[config.mk]
export PLATFORM = sky130hd
export DESIGN_NAME = detect
export DESIGN_NICKNAME = d
export VERILOG_FILES = /design/src/rtl/detect_pkg.sv /design/src/rtl/detect.sv
export SDC_FILE = /design/constraint.sdc
export NUM_CORES = 1
export LEC_CHECK = 0
export CORE_AREA = 5 5 42 44
export DETAILED_ROUTE_END_ITERATION = 6
export DIE_AREA = 0 0 47 49
export PLACE_DENSITY_LB_ADDON = 0.2
export SYNTH_ARGS = -nofsm -noshare
export SYNTH_HDL_FRONTEND = slang
export SYNTH_SLANG_ARGS = --single-unit
export TNS_END_PERCENT = 50
[constraint.sdc]
create_clock -name clk -period 1.96 [get_ports clk]
set_clock_uncertainty 0.15 [all_clocks]
set_input_delay 0.392 -clock clk [delete_from_list [all_inputs] [get_ports clk]]
set_output_delay 0.392 -clock clk [all_outputs]
set_load 0.005 [all_outputs]
[src/rtl/detect_pkg.sv]
// ============================================================================
//  Module      : detect_pkg
//  Description : Shared constants and state type for the serial detector of
//                the 12-bit pattern 111000000111 (leftmost bit arrives first).
//  Revision    : 1.0 - initial release
// ============================================================================
`default_nettype none

package detect_pkg;

  // Pattern length and the pattern itself, MSB = first bit on the wire
  localparam int                 PAT_LEN = 12;
  localparam logic [PAT_LEN-1:0] PATTERN = 12'b111000000111;

  // Sk = the first k pattern bits have been matched
  typedef enum logic [3:0] {
    S0  = 4'd0,
    S1  = 4'd1,
    S2  = 4'd2,
    S3  = 4'd3,
    S4  = 4'd4,
    S5  = 4'd5,
    S6  = 4'd6,
    S7  = 4'd7,
    S8  = 4'd8,
    S9  = 4'd9,
    S10 = 4'd10,
    S11 = 4'd11,
    S12 = 4'd12
  } state_t;

endpackage

`default_nettype wire

[src/rtl/detect.sv]
// ============================================================================
//  Module      : detect
//  Description : Moore FSM that samples one serial bit per clock and raises a
//                one-cycle flag when the last 12 bits equal detect_pkg::PATTERN.
//                Overlapping occurrences are detected (the trailing 111 of a
//                match is reused as the prefix of the next one).
//  Revision    : 1.0 - initial release
// ============================================================================
`default_nettype none

module detect
  import detect_pkg::*;
(
  input  logic clk,
  input  logic rst,
  input  logic x_i,
  output logic det_o
);

  state_t state;
  state_t next_state;

  // State register; reset discards any partial match
  always_ff @(posedge clk) begin
    if (rst) begin
      state <= S0;
    end else begin
      state <= next_state;
    end
  end

  // Next-state logic: each state falls back to the longest pattern prefix
  // that is still a suffix of the bits seen so far
  always_comb begin
    next_state = S0;
    case (state)
      S0:  next_state = x_i ? S1  : S0;
      S1:  next_state = x_i ? S2  : S0;
      S2:  next_state = x_i ? S3  : S0;
      // Extra leading ones keep us at "111 seen"
      S3:  next_state = x_i ? S3  : S4;
      // Inside the zero run a one means only "1" of a new prefix survives
      S4:  next_state = x_i ? S1  : S5;
      S5:  next_state = x_i ? S1  : S6;
      S6:  next_state = x_i ? S1  : S7;
      S7:  next_state = x_i ? S1  : S8;
      S8:  next_state = x_i ? S1  : S9;
      // Seven zeros is one too many; the run can no longer align
      S9:  next_state = x_i ? S10 : S0;
      S10: next_state = x_i ? S11 : S0;
      S11: next_state = x_i ? S12 : S0;
      // Overlap: trailing 111 of the match is the next prefix
      S12: next_state = x_i ? S3  : S4;
      // Encodings 13..15 are unreachable; recover to idle
      default: next_state = S0;
    endcase
  end

  // Moore output decoded from the registered state only
  always_comb begin
    det_o = (state == S12);
  end

endmodule

`default_nettype wire

==> Implementation_results.wiki <==
{| class="wikitable"
! Metric !! Value
|-
| Worst ir drop on vdd || 0.234 mV
|-
| Reg clk slew, reported paths || 0.04 ns
|-
| Residual DRC || 0
|-
| Via density per instance || 4.86
|-
| Tcrit/Tclk final || 86.7%
|-
| Hold WC Path Type || flop to flop
|-
| Average cell area after synthesis || 8.76 um^2
|-
| Setup crit end kind || primary output
|-
| Cell with the most instances after synthesis || sky130_fd_sc_hd__dfxtp_1
|-
| Post-synth top area share || 26.9%
|-
| Die W || 47 um
|-
| Latest clock arrival within the worst-skew pair || 0.24 ns
|-
| Initial DRC count || 7
|-
| Final setup violating endpoints || 0
|-
| Routed wire per std cell || 12.4 um
|-
| Final period demand of the worst path || 1.70 ns
|-
| Number of enable-type register cells in the synthesized netlist || 0
|-
| Combinational cell fraction of total power || 16.7%
|-
| Placed cell count || 53
|-
| Critical Path AT || 1.16 ns
|-
| Regs by FF count || state x4
|-
| Input/output buffers || 3
|-
| Die area || 2300 um^2
|-
| Longest Clk Path Bufs || 2
|-
| Final-report hold violation count || 0
|-
| Total clock buffers created by CTS || 3
|-
| Total routing usage reported by global routing || 7.59%
|-
| Data required time of the worst path || 1.42 ns
|-
| Fraction of layout instances using a drive strength above 1 || 32.5%
|-
| Number of slew-limit violations in the final report || 0
|-
| Part of the total power dissipated in sequential elements || 38.5%
|-
| Count of clock tree sinks || 4
|-
| Number of antenna violations at the first check in global routing || 0
|-
| Switching power total || 0.0587 mW
|-
| Post-Syn Nets || 37
|-
| Chain of cells forming the critical path || and4bb_2 -> dlygate4sd2_1
|-
| Total routed wirelength || 695 um
|-
| Root Buffer Master || sky130_fd_sc_hd__clkbuf_4
|-
| Global route overflow || 0
|-
| Signed area change from the synthesized netlist to the final layout || 25.6%
|-
| Detailed placer's ending HPWL || 507 um
|-
| Synth area leaders || sky130_fd_sc_hd__dfxtp_1 (27%), sky130_fd_sc_hd__xor2_1 (5.9%), sky130_fd_sc_hd__buf_2 (5.0%)
|-
| Crit-path max cell delay || 0.39 ns
|-
| CTS tree || yes
|-
| CP Max Fanout || 8
|-
| Routed vias || 272
|-
| Synthesized instance count || 34
|-
| Post-Route Utilization || 26.7%
|-
| Part of the total power dissipated in the clock network || 44.8%
|-
| Largest net degree at the start of global routing || 10
|-
| Cell area after technology mapping || 298 um^2
|-
| Synth warnings || 0
|-
| Seq/Total Area, Yosys || 26.9%
|-
| Filler Cells Inserted || 168
|-
| Static leakage power || 0.147 nW
|-
| Number of primary I/O pins || 4
|-
| First-pass GRT wire length || 1170 um
|-
| Number of global-route vias before repair || 294
|-
| Power density cells || 632 nW/um^2
|-
| Worst Setup Path Type || flop to primary output
|-
| Number of flip-flops in the largest register || 4
|-
| Aggregate negative setup slack || 0 ns
|-
| Tightest slew margin relative to the limit || 86.8%
|-
| Setup repair after global routing missed its margin || false
|-
| Commonest cells post-synth || sky130_fd_sc_hd__dfxtp_1 (4), sky130_fd_sc_hd__buf_2 (3), sky130_fd_sc_hd__o21ai_0 (3)
|-
| Measured slew at the worst slew-check pin || 0.196 ns
|-
| Max capacitance violation total || 0
|-
| Post-route non-filler standard cell count || 56
|-
| Depth of the CTS H-tree || 1
|-
| Count of antenna diodes in the layout || 0
|-
| Cts-stage hold buffer count || 0
|-
| DRT Pass-1 Iters || 3
|-
| Die boundary height || 49 um
|-
| Final worst hold slack || 0.445 ns
|-
| Initial core utilization || 21.3%
|-
| Slowest cell on crit path || sky130_fd_sc_hd__dfxtp_2
|-
| Site row count || 14
|-
| FFs w/ async S/R, synth || 0%
|-
| Total power consumption of the routed design || 0.236 mW
|-
| Category of the worst setup path launch point || flop
|-
| Placer Congestion || 0.738
|-
| Antenna-violating nets left || 0
|-
| Core Region || 1400 um^2
|-
| P_int || 0.178 mW
|-
| Maximum operating frequency || 0.589 GHz
|-
| Status || completed
|-
| Top flip-flop cell by instance count after synthesis || sky130_fd_sc_hd__dfxtp_1
|-
| Number of unique standard cell types used by synthesis || 21
|-
| Largest register by flop count || state
|-
| Synth area leader || sky130_fd_sc_hd__dfxtp_1
|-
| Switching part of the total power || 24.8%
|-
| Number of nets at the end of the flow || 45
|-
| Flops & latches, synth || 4
|}
## critical path, delay by kind of cell (launching register included)
| kind | cells | cell delay [ns] |
|---|---|---|
| flip-flops | 1 | 0.39 |
| AND/OR/NAND/NOR | 1 | 0.26 |
| buffers and inverters | 1 | 0.26 |
## power by group through the flow
stage	combinational (mW)	sequential, mW	clock, mW
after floorplan	0.0319	0.0875	0
after global placement	0.0378	0.0920	0
after detailed placement	0.0392	0.0919	0
after CTS	0.0393	0.0911	0.109
after global routing	0.0438	0.0922	0.116
final	0.0394	0.0910	0.106
## kinds of logic (layout without fill, tap and decap cells)
logic type / Yosys count / after routing / share of synthesized area, %
and+or+nand+nor: 12 / 12 / 27.7
AOI/OAI and AO/OA: 9 / 9 / 21.4
DFF: 4 / 4 / 26.9
adders and majority gates: 1 / 1 / 3.78
buffers and inverters: 5 / 11 / 11.3
xor gates and xnor gates: 3 / 3 / 8.83
## per-stage QoR
step / worst slack (ns) / instance area, um^2
2_1_floorplan: 0.578 / 298
3_3_place_gp: 0.180 / 352
3_5_place_dp: 0.192 / 352
4_1_cts: 0.247 / 374
5_1_grt: 0.201 / 374
6_report: 0.261 / 374
## placed cells by master, fill, tap and decap left out
master                            count
sky130_fd_sc_hd__a211o_1              1
sky130_fd_sc_hd__a21oi_1              1
sky130_fd_sc_hd__a2bb2oi_1            1
sky130_fd_sc_hd__and4bb_2             1
sky130_fd_sc_hd__buf_4                5
sky130_fd_sc_hd__clkbuf_4             3
sky130_fd_sc_hd__clkdlybuf4s50_1      2
sky130_fd_sc_hd__dfxtp_1              3
sky130_fd_sc_hd__dfxtp_2              1
sky130_fd_sc_hd__dlygate4sd2_1        1
sky130_fd_sc_hd__maj3_2               1
sky130_fd_sc_hd__nand2_1              2
sky130_fd_sc_hd__nand2b_1             2
sky130_fd_sc_hd__nand2b_4             1
sky130_fd_sc_hd__nor2_1               2
sky130_fd_sc_hd__nor2b_1              1
sky130_fd_sc_hd__nor3b_1              2
sky130_fd_sc_hd__o21ai_0              3
sky130_fd_sc_hd__o31ai_1              2
sky130_fd_sc_hd__o32a_2               1
sky130_fd_sc_hd__or4_1                1
sky130_fd_sc_hd__xnor2_1              1
sky130_fd_sc_hd__xor2_1               2
## path summary, 6_finish.rpt
kind / start / endpoint / slack [ns] / cells after the start
max: state[1]$_SDFF_PP0_ / det_o / 0.26 / 2
max reg2reg: state[2]$_SDFF_PP0_ / state[3]$_SDFF_PP0_ / 0.61 / 4
min reg2reg: state[0]$_SDFF_PP0_ / state[0]$_SDFF_PP0_ / 0.45 / 2
min: state[0]$_SDFF_PP0_ / state[0]$_SDFF_PP0_ / 0.45 / 2
## timing repair
| item | CTS | global route |
|---|---|---|
| setup buffers | 0 | 0 |
| endpoints found under the setup margin | 1 | 0 |
| resized for setup | 2 | 0 |
## routing by layer
layer,wire [um],vias to the layer above,GRT usage [%]
met1,280,132,7.44
met2,351,7,10.6
met3,39,2,5.54
met4,23,0,5.53
li1,-,131,-
met5,0,-,0
## final cells by class
class / instances / area, um^2 / area share (%)
flip-flops and latches: 4 / 81.3 / 21.7
clock buffers: 3 / 22.5 / 6.02
repair buffers: 8 / 66.3 / 17.7
well taps: 16 / 20.0 / 5.35
multi-input cells: 25 / 184 / 49.2
No activity file was read; power rests on OpenSTA's default activity.
